**src/rtl/stream_to_axi_r.sv**
```systemverilog
// stream_to_axi_r: turns header-framed stream packets into AXI read-data beats.
// A header carrying the accepted type opens a packet whose payload beats are
// forwarded as R beats under the header's rid; foreign packets are discarded
// and counted. R beats pass through a 2-entry FIFO so that s_ready depends
// only on registered state and never on AXIM_rready.
module stream_to_axi_r #(
  parameter int DATA_WIDTH = 128,
  parameter int ID_WIDTH = 32,
  parameter int USER_WIDTH = 64,
  parameter int STREAM_TYPE_WIDTH = 3,
  parameter logic [STREAM_TYPE_WIDTH-1:0] STREAM_TYPE = '0
) (
  input  logic                  clk,
  input  logic                  reset,
  input  logic                  s_valid,
  output logic                  s_ready,
  input  logic                  s_last,
  input  logic [DATA_WIDTH-1:0] s_data,
  output logic [ID_WIDTH-1:0]   AXIM_rid,
  output logic [DATA_WIDTH-1:0] AXIM_rdata,
  output logic [1:0]            AXIM_rresp,
  output logic                  AXIM_rlast,
  output logic [USER_WIDTH-1:0] AXIM_ruser,
  output logic                  AXIM_rvalid,
  input  logic                  AXIM_rready,
  output logic                  in_progress,
  output logic                  pkt_dropped,
  output logic [15:0]           drop_count
);

  localparam int ENTRY_W = ID_WIDTH + DATA_WIDTH + 3;

  typedef enum logic [1:0] {HDR, DATA, DROP} state_t;

  state_t                       state_reg, state_next;
  logic [ID_WIDTH-1:0]          rid_reg;
  logic                         ready_en_reg;
  logic [1:0]                   count_reg;
  logic                         wr_ptr_reg, rd_ptr_reg;
  logic [ENTRY_W-1:0]           fifo_mem [2];
  logic                         pkt_dropped_reg;
  logic [15:0]                  drop_count_reg;

  logic                         accept, pop, push, drop_done, type_match;
  logic [ENTRY_W-1:0]           push_entry;
  logic [STREAM_TYPE_WIDTH-1:0] hdr_type;
  logic [ID_WIDTH-1:0]          hdr_rid;

  // Header fields: type sits in the top bits, rid in the bottom bits.
  assign hdr_type   = s_data[DATA_WIDTH-1 -: STREAM_TYPE_WIDTH];
  assign hdr_rid    = s_data[ID_WIDTH-1:0];
  assign type_match = (hdr_type == STREAM_TYPE);

  // ready_en_reg holds s_ready low until the first edge after reset.
  assign s_ready = ready_en_reg && (count_reg != 2'd2);
  assign accept  = s_valid && s_ready;
  assign pop     = (count_reg != 2'd0) && AXIM_rready;

  // Next-state decode and R beat generation for each accepted stream beat.
  always_comb begin
    state_next = state_reg;
    push       = 1'b0;
    push_entry = '0;
    drop_done  = 1'b0;
    case (state_reg)
      HDR: begin
        if (accept) begin
          if (type_match) begin
            if (s_last) begin
              // Header-only packet: report it as an error beat with no data.
              push       = 1'b1;
              push_entry = {hdr_rid, {DATA_WIDTH{1'b0}}, 2'b10, 1'b1};
            end else begin
              state_next = DATA;
            end
          end else if (s_last) begin
            drop_done = 1'b1;
          end else begin
            state_next = DROP;
          end
        end
      end
      DATA: begin
        if (accept) begin
          push       = 1'b1;
          push_entry = {rid_reg, s_data, 2'b00, s_last};
          if (s_last) state_next = HDR;
        end
      end
      DROP: begin
        if (accept && s_last) begin
          drop_done  = 1'b1;
          state_next = HDR;
        end
      end
      default: state_next = HDR;
    endcase
  end

  // State register, header rid latch and the post-reset ready enable.
  always_ff @(posedge clk or posedge reset) begin
    if (reset) begin
      state_reg    <= HDR;
      rid_reg      <= '0;
      ready_en_reg <= 1'b0;
    end else begin
      state_reg    <= state_next;
      ready_en_reg <= 1'b1;
      if (state_reg == HDR && accept && type_match && !s_last) rid_reg <= hdr_rid;
    end
  end

  // Two-entry FIFO: writes go to the tail slot, so the head stays put while
  // the consumer stalls; push and pop together leave occupancy unchanged.
  always_ff @(posedge clk or posedge reset) begin
    if (reset) begin
      for (int i = 0; i < 2; i++) fifo_mem[i] <= '0;
      wr_ptr_reg <= 1'b0;
      rd_ptr_reg <= 1'b0;
      count_reg  <= 2'd0;
    end else begin
      if (push) begin
        fifo_mem[wr_ptr_reg] <= push_entry;
        wr_ptr_reg           <= ~wr_ptr_reg;
      end
      if (pop) rd_ptr_reg <= ~rd_ptr_reg;
      case ({push, pop})
        2'b10:   count_reg <= count_reg + 2'd1;
        2'b01:   count_reg <= count_reg - 2'd1;
        default: count_reg <= count_reg;
      endcase
    end
  end

  // Drop pulse lands the cycle after the discarding beat; counter saturates.
  always_ff @(posedge clk or posedge reset) begin
    if (reset) begin
      pkt_dropped_reg <= 1'b0;
      drop_count_reg  <= 16'd0;
    end else begin
      pkt_dropped_reg <= drop_done;
      if (drop_done && drop_count_reg != 16'hFFFF) drop_count_reg <= drop_count_reg + 16'd1;
    end
  end

  assign {AXIM_rid, AXIM_rdata, AXIM_rresp, AXIM_rlast} = fifo_mem[rd_ptr_reg];
  assign AXIM_ruser  = '0;
  assign AXIM_rvalid = (count_reg != 2'd0);
  assign in_progress = (state_reg == DATA) || (state_reg == DROP);
  assign pkt_dropped = pkt_dropped_reg;
  assign drop_count  = drop_count_reg;

endmodule

```
**config.mk**
```make
export PLATFORM = sky130hd
export DESIGN_NAME = stream_to_axi_r
export DESIGN_NICKNAME = d
export VERILOG_FILES = /design/src/rtl/stream_to_axi_r.sv
export SDC_FILE = /design/constraint.sdc
export NUM_CORES = 1
export LEC_CHECK = 0
export ABC_CLOCK_PERIOD_IN_PS = 16300
export CAP_MARGIN = 20
export CORE_MARGIN = 1.5
export CORE_UTILIZATION = 47
export CTS_CLUSTER_SIZE = 24
export DETAILED_ROUTE_END_ITERATION = 8
export PLACE_DENSITY = 0.76
export SETUP_SLACK_MARGIN = 0.02
export SYNTH_ARGS = -nofsm -noshare
export SYNTH_HDL_FRONTEND = slang
export SYNTH_SLANG_ARGS = --single-unit
```
**constraint.sdc**
```tcl
create_clock -name clk -period 16.3 [get_ports clk]
set_clock_uncertainty 0.05 [all_clocks]
set_input_delay 3.26 -clock clk [delete_from_list [all_inputs] [get_ports clk]]
set_output_delay 3.26 -clock clk [all_outputs]
set_load 0.03 [all_outputs]
```
* Yosys cells after proc, flatten, opt, wreduce, memory -nomap -nowiden
Index checks and enable logic that the tools add are counted.
Cells by class: muxes and demuxes 29, equality and inequality tests 11, $lt $le $gt $ge 3, add/sub/neg operators 3, bitwise logic cells 4, reduce and logical (&&, ||, !) cells 16
Operator list (number):
- $mux 163 | 8
- $bwmux 326 | 1
- $pmux 163 s2 | 1
- $demux 163 s1 | 1
- $add 16x1->16 const B | 1
- $ne 16x16->1 const B | 1
- $mux 2 | 7
- $ne 2x2->1 const B | 6
- $logic_and 1x1->1 | 9
- $mux 1 | 7
- $pmux 2 s3 | 1
- $reduce_and 5->1 | 1
- $eq 2x1->1 const B | 2
- $eq 2x2->1 const B | 2
- $ge 2x2->1 const B | 2
- $not 1->2 | 2
- $pmux 1 s2 | 2
- $pmux 2 s2 | 1
- $reduce_bool 2->1 | 2
- $logic_not 3->1 | 1
- $add 2x1->2 const B | 1
- $logic_not 2->1 | 1
- $lt 2x1->1 const B | 1
- $not 1->1 | 2
- other kinds (3) | 3
Storage, ports and cells: word-level logic and storage cells 76, input bits 133, register bits after elaboration 382, output and inout port bits 247

* Depth between registers and ports, before layout
depth after elaboration 7, gate-level depth with buffers 10, gate-level depth less buffers 9

* Worst setup path before layout
No wires, ideal clock.
path type register to output, start point register rd_ptr_reg, end point output port AXIM_rlast, data arrival time 1.525 ns, cell stages (with the launch flop) 4, buffers on the path 2, slack 11.465 ns, required time 12.990 ns, cell sequence dfrtp_1 > clkbuf_1 > clkbuf_1 > o21ai_0
Between the ends: cells in the longest elaborated chain, start to end 4
RTL lines:
- start, declared | line 39 | logic wr_ptr_reg, rd_ptr_reg;
- start signal, assigned | line 126 | if (pop) rd_ptr_reg <= ~rd_ptr_reg;
- $not 1->2 (not written as such) | line 146 | assign {AXIM_rid, AXIM_rdata, AXIM_rresp, AXIM_rlast} = fifo_mem[rd_ptr_reg];
- $mux 163 (not written as such) (3 in a row) | line 146
- end, declared | line 22 | output logic AXIM_rlast,
No other way between the ends. The select of a mux whose other input is x is not followed.

* Worst setup path after layout
start point register rd_ptr_reg, end point output port AXIM_rdata[75]
Between the ends: cells in the longest elaborated chain, start to end 4
RTL lines:
- $not 1->2 (not written as such) | line 146
- $mux 163 (not written as such) (3 in a row) | line 146
- end, declared | line 20 | output logic [DATA_WIDTH-1:0] AXIM_rdata,
No other way between the ends. The select of a mux whose other input is x is not followed.

==> metrics.csv <==
metric,value,unit
number of global-route vias before repair,11800,
Leak Pwr,9.69,nW
Initial Utilization,47.8,%
crit path kind,reg2out,
Via density,5.81,
Placer Congestion,0.777,
Total Power,3.91,mW
CP Launch Point,rd_ptr_reg,
largest family of logic cells by synthesized area,compound AO/OA/AOI/OAI gates,
Synth Area in Adders,0.378,%
share of cells above drive strength 1,19.4,%
CP arrival,3190,ps
die span in y,191,um
Largest register FFs,324,
max cap viols,0,
worst hold start,fifo_mem[149],
Post-Synthesis Cells,1210,
GR Util All Layers,23.0,%
Worst-Skew Late Latency,540,ps
cells resized by post-CTS repair,0,
total global routing overflow,0,
CTS tree,built,
DRC errors left,0,
register bit total from synthesis,380,
relative slew slack,30.3,%
H-tree depth,2,
Reg2Reg Depth,5,
"critical path fanouts, max",44,
pin count of the biggest net entering global routing,117,
IO Port Bufs,314,
Die Width,191,um
# nets final,1618,
first-pass iteration count of the detailed router,4,
multiplexer area fraction after synthesis,13.1,%
core area,34600,sq um
Die Area,36400,sq um
Worst-path clk slew,60,ps
Final Cycle Share,39.9,%
status,finished clean,
Synth Flop Type,dfrtp_1,
Post-synth EDFFs,0,
cell depth of the worst min-delay path,1,
Final Hold Fails,0,
Final HPWL DP,24800,um
std cell rows,68,
post-synthesis xor/xnor area fraction,1.06,%
CP startpoint kind,flip-flop,
Hold Path Class,reg2reg,
Worst path slowest cell,dfrtp_4,
DR WL/cell,21.5,um
r2r endpoint,fifo_mem[111],
# setup viols final,0,
setup bufs post-CTS,0,
# fillers,2705,
Max VDD drop,117,uV
average size of a mapped cell,13.7,sq um
worst-case clock buffer depth,3,
max-slew violations,0,
ys async rst share,100,%
Period minus WS final,6500,ps
Power per Cell Area,185,nW/um^2
complex-gate fraction of the synthesized area,19.7,%
worst-path cell chain,buf_4 > buf_16 > mux2_2 > clkdlybuf4s50_1,
WP data required,12990,ps
remaining antenna violation count,0,
DR vias,11500,
I/O pins,380,
initial antenna violation count,2,
mapped cell area,16600,sq um
hold endpoint,fifo_mem[149],
Total Neg Setup Slack,0,ps
Synth Warn #,0,
crit path capture type,output port,
initial drt markers,623,
Post-Synth Simple-Gate Area,1.89,%
RSZ-0062 raised after global routing,no,
CP peak stage delay,720,ps
final wirelength,42400,um
Clock Sinks,380,
library cells used by synthesis,44,
Layout area overhead,27.6,%
first-pass GRT wire length,66600,um
sequential-to-total area share from yosys stat,57.4,%
worst slew pin tran,1040,ps
Max Clk Rate,154,MHz
reg2reg start,state_reg[1],
Hold WS,433,ps
CTS Root Cell,clkbuf_16,
CTS Buf Count,42,
flop2flop setup slack,12810,ps
hold_buf cts,0,
-- worst max-delay path by stage --
stage / endpoint / slack, ps / cells past startpoint
2_1_floorplan: count_reg[0] / 2430 / 1
5_1_grt: fifo_mem[161] / 9380 / 5
6_report: AXIM_rdata[75] / 9800 / 4
3_5_place_dp: fifo_mem[30] / 9230 / 5
4_1_cts: AXIM_rid[27] / 9740 / 4
3_3_place_gp: fifo_mem[196] / 9320 / 5
-- cells in the mapped netlist, types with 6 or more instances --
master	count	area share, %
dfrtp_1	380	57
a22o_1	257	14
mux2_2	192	13
buf_4	67	3.0
o2bb2ai_1	65	3.4
clkbuf_1	48	1.1
buf_2	43	1.3
a22oi_1	32	1.5
inv_1	14	0.32
xor2_1	14	0.74
nand2_1	11	0.25
buf_6	9	0.61
and2_1	6	0.23
xnor2_1	6	0.32
-- layout by cell type, fill, tap and decap left out, drive strengths merged, types with 7 or more instances in the layout --
cell type,instances
conb,66
buf,17
dfrtp,380
a22oi,32
clkbuf,65
inv,14
nor4,7
xor2,14
mux2,193
o2bb2ai,65
clkdlybuf4s50,314
a22o,257
nand2,11
-- stage by stage --
stage	instance area [sq um]	utilization (%)	instances	setup slack [ps]
6_report	21100	61.0	1970	9800
4_1_cts	21100	61.0	1967	9740
3_5_place_dp	19700	56.9	1891	9230
5_1_grt	21100	61.0	1967	9380
2_1_floorplan	16800	-	1274	2430
3_3_place_gp	19700	56.8	1890	9320
-- layout make-up --
cell class                      instances  area (sq um)  area share [%]
Clock inverter                         11           143           0.675
Antenna cell                            3          7.51          0.0355
Tap cell                              455           569            2.69
Sequential cell                       380          9510            45.0
Multi-Input combinational cell        711          6260            29.6
Clock buffer                           65          1290            6.11
Timing Repair Buffer                  331          3290            15.6
Inverter                               14          60.1           0.284
-- power by group --
part	internal [mW]	total [mW]	switching, mW
combinational	0.732	1.50	0.770
clock	0.593	0.973	0.380
sequential	1.25	1.44	0.186
-- per-layer routing --
metal / up-vias / global-route usage [%] / share of wire (%)
met3: 57 / 5.28 / 7.4
met5: - / 0 / 0
met1: 5970 / 32.6 / 44
met4: 0 / 6.12 / 1.7
li1: 5012 / - / -
met2: 415 / 35.7 / 47
-- worst max-delay path: cells and delay by family (launching register included) --
family / cells / cell delay, ps
flops: 1 / 720
mux: 1 / 380
buf+inv: 3 / 1490
-- cells by family (layout without fill, tap and decap cells) --
| logic type | after synthesis | after routing |
|---|---|---|
| adders and majority gates | 5 | 5 |
| muxes | 193 | 193 |
| DFF | 380 | 380 |
| xor gates and xnor gates | 20 | 20 |
| AOI/OAI and AO/OA | 380 | 380 |
| buffers and inverters | 183 | 421 |
| other | 2 | 69 |
| and+or+nand+nor | 47 | 47 |
No activity file was read; power rests on OpenSTA's default activity.
